$ cat src/rtl/rv32e_fetch_pkg.sv
// Shared types and helpers for the RV32E instruction fetch front-end.
package rv32e_fetch_pkg;

    localparam int XLEN = 32;
    localparam logic [XLEN-1:0] NOP_INSTR = 32'h0000_0013;

    typedef struct packed {
        logic [XLEN-1:0] pc;
        logic [XLEN-1:0] instr;
    } fetch_entry_t;

    // Program ROM is word addressed; byte PCs drop their two low bits.
    function automatic logic [XLEN-1:0] rom_word_index(input logic [XLEN-1:0] byte_pc);
        return {2'b00, byte_pc[XLEN-1:2]};
    endfunction

endpackage

$ cat src/rtl/fetch_fifo.sv
// Prefetch FIFO holding {pc, instr} pairs between the ROM and decode.
// Flush wins over push and pop; push while full is accepted only alongside a pop.
module fetch_fifo
    import rv32e_fetch_pkg::*;
#(
    parameter int DEPTH = 2
) (
    input  logic         clk,
    input  logic         rst,
    input  logic         push,
    input  logic         pop,
    input  logic         flush,
    input  fetch_entry_t wr_entry,
    output logic         full,
    output logic         empty,
    output fetch_entry_t head
);

    localparam int AW = $clog2(DEPTH);

    fetch_entry_t   mem [DEPTH];
    logic [AW-1:0]  rd_ptr;
    logic [AW-1:0]  wr_ptr;
    logic [AW:0]    count;
    logic           do_push;
    logic           do_pop;

    assign full    = (count == (AW+1)'(DEPTH));
    assign empty   = (count == '0);
    assign do_pop  = pop && !empty;
    assign do_push = push && (!full || do_pop);
    assign head    = mem[rd_ptr];

    always_ff @(posedge clk or posedge rst) begin
        if (rst) begin
            rd_ptr <= '0;
            wr_ptr <= '0;
            count  <= '0;
        end else if (flush) begin
            rd_ptr <= '0;
            wr_ptr <= '0;
            count  <= '0;
        end else begin
            if (do_push)
                wr_ptr <= wr_ptr + 1'b1;
            if (do_pop)
                rd_ptr <= rd_ptr + 1'b1;
            case ({do_push, do_pop})
                2'b10:   count <= count + 1'b1;
                2'b01:   count <= count - 1'b1;
                default: count <= count;
            endcase
        end
    end

    // Storage needs no reset: the head is only observed while count is non-zero.
    always_ff @(posedge clk) begin
        if (!flush && do_push)
            mem[wr_ptr] <= wr_entry;
    end

endmodule

$ cat src/rtl/instr_fetch_unit.sv
// RV32E fetch front-end: walks program ROM, buffers words with their PCs, hands them to decode.
// Optional FETCH_ALIGN_CHECK_EN makes misaligned redirect targets raise a sticky fetch_fault.
module instr_fetch_unit
    import rv32e_fetch_pkg::*;
#(
    parameter logic [31:0] RESET_PC   = 32'h0000_0000,
    parameter int          ROM_WORDS  = 512,
    parameter int          FIFO_DEPTH = 2
) (
    input  logic        clk,
    input  logic        rst,
    output logic [31:0] rom_addr,
    input  logic [31:0] rom_data,
    input  logic        redirect_valid,
    input  logic [31:0] redirect_pc,
    output logic        instr_valid,
    input  logic        instr_ready,
    output logic [31:0] instr,
    output logic [31:0] instr_pc,
    output logic        fetch_fault
);

    if (FIFO_DEPTH < 2 || (FIFO_DEPTH & (FIFO_DEPTH - 1)) != 0) begin : g_bad_depth
        $error("instr_fetch_unit: FIFO_DEPTH must be a power of two >= 2");
    end

    logic [XLEN-1:0] fetch_pc;
    logic            fault_q;
    logic            in_range;
    logic            push;
    logic            pop;
    logic            full;
    logic            empty;
    fetch_entry_t    head;
    fetch_entry_t    wr_entry;

    assign rom_addr = rom_word_index(fetch_pc);
    assign in_range = (rom_addr < XLEN'(ROM_WORDS));

    assign instr_valid = !empty;
    assign pop         = instr_valid && instr_ready;
    // A full buffer still takes a word when decode drains the head in the same cycle.
    assign push        = !redirect_valid && in_range && !fault_q && (!full || pop);
    assign wr_entry    = '{pc: fetch_pc, instr: rom_data};

    assign instr    = instr_valid ? head.instr : '0;
    assign instr_pc = instr_valid ? head.pc    : '0;

    always_ff @(posedge clk or posedge rst) begin
        if (rst)
            fetch_pc <= RESET_PC;
        else if (redirect_valid)
            fetch_pc <= {redirect_pc[XLEN-1:2], 2'b00};
        else if (push)
            fetch_pc <= fetch_pc + 32'd4;
    end

`ifdef FETCH_ALIGN_CHECK_EN
    always_ff @(posedge clk or posedge rst) begin
        if (rst)
            fault_q <= 1'b0;
        else if (redirect_valid)
            fault_q <= (redirect_pc[1:0] != 2'b00);
    end
`else
    logic unused_redirect_lsbs;
    assign unused_redirect_lsbs = ^redirect_pc[1:0];
    assign fault_q = 1'b0;
`endif

    assign fetch_fault = fault_q;

    fetch_fifo #(
        .DEPTH (FIFO_DEPTH)
    ) u_fifo (
        .clk      (clk),
        .rst      (rst),
        .push     (push),
        .pop      (pop),
        .flush    (redirect_valid),
        .wr_entry (wr_entry),
        .full     (full),
        .empty    (empty),
        .head     (head)
    );

endmodule

$ cat config.mk
export PLATFORM = sky130hd
export DESIGN_NAME = instr_fetch_unit
export DESIGN_NICKNAME = d
export VERILOG_FILES = /design/src/rtl/rv32e_fetch_pkg.sv /design/src/rtl/fetch_fifo.sv /design/src/rtl/instr_fetch_unit.sv
export SDC_FILE = /design/constraint.sdc
export NUM_CORES = 1
export LEC_CHECK = 0
export CORE_MARGIN = 8
export CORE_UTILIZATION = 35
export DETAILED_ROUTE_END_ITERATION = 12
export PLACE_DENSITY = 0.71
export SLEW_MARGIN = 20
export SYNTH_ARGS = -nofsm -noshare
export SYNTH_HDL_FRONTEND = slang
export SYNTH_SLANG_ARGS = --single-unit
$ cat constraint.sdc
create_clock -name clk -period 8.85 [get_ports clk]
set_input_delay 1.77 -clock clk [delete_from_list [all_inputs] [get_ports clk]]
set_output_delay 1.77 -clock clk [all_outputs]
set_load 0.01 [all_outputs]
After elaboration in Yosys (flattened, before gate mapping)
Memories as Yosys holds them, arrays and structs flattened.
Cells that the tools add are included.
{"block": "word_totals", "register_bits": 36, "latch_bits": 0, "ram_bits": 128, "mem_bits_ro": 0, "input_bits": 68, "out_inout_bits": 98, "n_memories": 1}
{"block": "classes", "n_addsub": 5, "n_mul": 0, "div": 0, "magnitude_cmp": 1, "eq_ne": 3, "shift": 0, "muxes": 12, "n_bitwise": 0, "n_reduce_logical": 16}
{"name": "u_fifo.mem", "depth": 2, "word_bits": 64, "rd": 1, "rd_ports_with_merged_regs": 0, "write_ports": 1, "line_no": "fetch_fifo.sv:21", "rtl": "fetch_entry_t mem [DEPTH];"}
{"cell": "$mux 32", "count": 4}
{"cell": "$add 32x3->32 const B", "count": 1}
{"cell": "$lt 30x10->1 const B", "count": 1}
{"cell": "$logic_and 1x1->1", "count": 6}
{"cell": "$mux 1", "count": 6}
{"cell": "$reduce_bool 2->1", "count": 3}
{"cell": "$eq 2x2->1 const B", "count": 2}
{"cell": "$pmux 2 s2", "count": 1}
{"cell": "$logic_not 1->1", "count": 3}
{"cell": "$reduce_bool 3->1", "count": 1}
{"cell": "$add 1x1->1 const B", "count": 2}
{"cell": "$add 2x1->2 const B", "count": 1}
{"cell": "$eq 2x1->1 const B", "count": 1}
{"cell": "$logic_not 2->1", "count": 1}
{"cell": "$logic_or 1x1->1", "count": 2}
{"cell": "$mux 2", "count": 1}
{"cell": "$sub 2x1->2 const B", "count": 1}

Longest topological paths before layout
{"block": "depth", "depth_word": 9, "ltp_mapped": 6, "depth_no_buf": 5}

Hierarchy
Synthesis repeated with hierarchy kept, for this count alone.
{"block": "unflattened", "cells_unflattened": 422, "area_unflattened_um2": 6755.2}
{"module": "fetch_fifo", "instances": 1, "cells_each": 229, "area_per_inst_um2": 4859.7}
{"module": "instr_fetch_unit", "instances": 1, "cells_each": 193, "area_per_inst_um2": 1895.6}

Least setup slack after synthesis
OpenSTA, ideal clock, no wires.
{"block": "synth_timing", "path_kind": "in2reg", "start": "in redirect_valid", "end": "mem u_fifo.mem[0][0] in the netlist's numbering (enable)", "setup_ns": 0.560, "arrival_time_ns": 7.131, "slack_ns": 1.158, "path_stages": 5, "path_buffers": 2, "cell_sequence": "buf_6 or4_4 or3_1 buf_6 nor3_1"}
{"block": "synth_via", "elab_chain_len": 7}
{"element": "start, declared", "line_no": "instr_fetch_unit.sv:14", "rtl": "input logic redirect_valid,"}
{"element": "$logic_not 1->1 *", "line_no": "fetch_fifo.sv:58, instr_fetch_unit.sv:43"}
{"element": "$logic_and 1x1->1 (2 in a row)", "line_no": "instr_fetch_unit.sv:43", "rtl": "assign push = !redirect_valid && in_range && !fault_q && (!full || pop);"}
{"element": "$logic_and 1x1->1", "line_no": "fetch_fifo.sv:31", "rtl": "assign do_push = push && (!full || do_pop);"}
{"element": "$logic_and 1x1->1 *", "line_no": "fetch_fifo.sv:58", "rtl": "if (!flush && do_push)"}
{"element": "$mux 1 *", "line_no": "fetch_fifo.sv:58"}
{"element": "$mux 1 (not written as such) *", "line_no": "fetch_fifo.sv:59", "rtl": "mem[wr_ptr] <= wr_entry;"}
{"element": "end, declared", "line_no": "fetch_fifo.sv:21"}
Every way passes the cells marked *; elsewhere a longest branch is shown, timed or not.

Worst setup path in the final report
{"block": "layout_timing", "start": "in redirect_valid", "end": "mem u_fifo.mem[0][18] in the netlist's numbering (enable)"}
The elaborated chain is that of the path after synthesis.

==> results.json <==
{
  "outcome": "completed",
  "synthArstFlopShare_pct": 21.5,
  "cts.sinks": 158,
  "wl_per_cell_um": 17.9,
  "slew_headroom_pct": 40.9,
  "worstPathArrival_ps": 4460,
  "cts_root_buf": "clkbuf_16",
  "hp-class": "register to register",
  "setup_viol": 0,
  "ctsResizeCount": 0,
  "ant_nets": 0,
  "post-place-ws_ps": 3990,
  "die_h_um": 150,
  "synth_area_per_cell_sq_um": 15.3,
  "ff_latch_area_sq_um": 4580,
  "io_pins": 166,
  "numCtsBuffers": 17,
  "first_iter_violations": 213,
  "drive_gt1_share_pct": 10.6,
  "final_cell_mix": "158 x clkdlybuf4s50_1, 124 x edfxtp_1, 71 x nor2_1",
  "num_antenna_cells": 0,
  "synth-compound-area-share_pct": 3.35,
  "fin_ws_ps": 4420,
  "seq_area_frac_synth_pct": 72.6,
  "start_util_pct": 35.3,
  "maxCapViolCount": 0,
  "insertion_delay_ps": 410,
  "synth-main-ff-cell": "edfxtp_1",
  "crit_slowest_cell": "buf_4",
  "clk_path_buf_depth": 2,
  "grt.overflow.total": 0,
  "grt_max_degree": 64,
  "synth_top_family_by_area": "multiplexers",
  "worst_pin_slew_ps": 886,
  "drv_slew": 0,
  "fmax_mhz": 226,
  "routed_via_density": 4.89,
  "rsz0062_at_grt": "no",
  "crit_required_ps": 8880,
  "synth_seq_cells": 158,
  "worstPathCellList": "clkdlybuf4s50_1 -> buf_4 -> or4_4 -> or3_1 -> nor3_2 -> buf_4",
  "finalCritPeriodShare_pct": 50.1,
  "antenna_found_initial": 0,
  "end_kind": "register",
  "rows": 49,
  "synthAdderAreaFrac_pct": 0.198,
  "min_period_ps": 4430,
  "dieWidth_um": 150,
  "multi_input_area_sq_um": 1600,
  "grt_usage_pct": 13.1,
  "yosys.area_share.simple_pct": 7.82,
  "fin_tns_setup_ps": 0,
  "crit_path_frequent_cell": "buf_4",
  "crit_path_max_fanout": 62,
  "slowest_delay_ps": 730,
  "core_sq_um": 17800,
  "dp_hpwl_um": 9780,
  "cts-hold-fix-buffers": 0,
  "drc": 0,
  "worst_setup_path_start_kind": "input port",
  "grt_pass1_wl_um": 22600,
  "area_delta_synth_final_pct": 37.9,
  "synth.cell_area_sq_um": 6300,
  "ys_warn_count": 0,
  "dieArea_sq_um": 22600,
  "synth-edff-count": 124,
  "route.final.wire_length_um": 14600,
  "power.leakage_nw": 2.86,
  "clk_transition_reported_paths_ps": 60,
  "layout_commonest_cell": "clkdlybuf4s50_1",
  "fillers": 1539,
  "cts_max_level": 4,
  "ys_types": 41,
  "vias": 3992,
  "cts_setup_buffers": 0,
  "syn_inst": 412,
  "numPortBuffers": 158,
  "finalNetCount": 643,
  "fin_worst_skew_ps": 8.92,
  "critPathKind": "input port to register",
  "ir_drop_v": 0.000124,
  "dr.pass1.iters": 5,
  "first_global_vias": 4296,
  "synth_xor_area_share_pct": 0.139,
  "p_per_area_nw_per_um2": 185,
  "synthMuxAreaShare_pct": 13.4,
  "hold_viol": 0,
  "gp_congestion": 0.773,
  "cts_tree": "built"
}
where the power goes:
part	switching, W	internal [W]	total [W]
Combinational	0.0000351	0.0000616	0.0000966
Sequential	0.0000222	0.000819	0.000841
Clock	0.000276	0.000392	0.000668
Total	0.000333	0.00127	0.00161
per-layer routing:
| layer | global-route usage, % | vias up | routed length [um] |
|---|---|---|---|
| met5 | 0 | - | 0 |
| met4 | 4.65 | 0 | 213 |
| met3 | 4.75 | 20 | 1070 |
| met2 | 23.3 | 136 | 7620 |
| met1 | 14.1 | 1974 | 5720 |
| li1 | - | 1862 | - |
per-stage QoR:
step	power (W)	area, sq um	hold WS [ps]	utilization (%)	instances
6_report	0.00161	8690	518	48.7	816
5_1_grt	0.00166	8690	541	48.7	816
4_1_cts	0.00163	8660	522	48.6	815
3_5_place_dp	0.000953	8120	504	45.5	783
3_3_place_gp	0.000949	8120	494	45.5	783
2_1_floorplan	0.000882	6320	465	-	416
cells in the mapped netlist (2+ instances only):
library cell / count / share of area (%)
nand2_1: 3 / 0.18
inv_1: 6 / 0.36
a31oi_1: 4 / 0.40
nor3_1: 4 / 0.32
nand3_1: 4 / 0.32
nor2b_1: 2 / 0.20
a221o_1: 4 / 0.64
clkbuf_1: 13 / 0.77
buf_4: 5 / 0.60
buf_6: 2 / 0.36
or3_1: 4 / 0.40
o211ai_1: 2 / 0.24
buf_1: 6 / 0.36
dfrtp_1: 34 / 13
nor2_1: 72 / 4.3
o31ai_1: 2 / 0.24
mux2i_1: 62 / 9.8
mux2_2: 20 / 3.6
a21oi_1: 2 / 0.16
and3_1: 2 / 0.20
edfxtp_1: 124 / 59
o21ai_0: 5 / 0.40
nor4_1: 4 / 0.40
nand4_1: 4 / 0.40
a211oi_1: 4 / 0.48
or4_1: 3 / 0.36
sequential cells by signal, summed over array words and instances (netlist names):
signal	cells
u_fifo.mem	124
u_fifo.count	2
u_fifo.wr_ptr	1
u_fifo.rd_ptr	1
fetch_pc	30
kinds of logic (layout without fill, tap and decap cells):
family,after synthesis,in the layout
multiplexers,82,82
AND/OR/NAND/NOR,108,108
buffers and inverters,32,203
other,1,5
adder cells (fa/ha/maj),1,1
flip-flops,158,158
XOR/XNOR,1,1
AO/OA/AOI/OAI,29,29
final timing paths:
path                       slack [ps]                end  cells after the start            from
hold reg to reg                   520  u_fifo.mem[0][52]                      0    fetch_pc[20]
setup reg to reg                 5940  u_fifo.mem[0][18]                      4    fetch_pc[16]
hold / removal                    520  u_fifo.mem[0][52]                      0    fetch_pc[20]
setup / recovery                 4420  u_fifo.mem[0][18]                      6  redirect_valid
max in group asynchronous        6710      u_fifo.rd_ptr                      3             rst
min in group asynchronous        1780       fetch_pc[20]                      3             rst
critical path: cells and delay by family:
family / cells / cell delay [ps]
buffers and inverters: 3 / 1380
AND/OR/NAND/NOR: 3 / 1260
layout make-up:
type                       count  share of cell area [%]
clock buffer                  21                    5.18
clock inverter                11                    1.08
inverter                       6                   0.259
multi-input combinational    226                    18.5
sequential                   158                    52.7
tap                          229                    3.30
timing repair buffer         165                    19.0
Power figures use the tool's default switching activity.
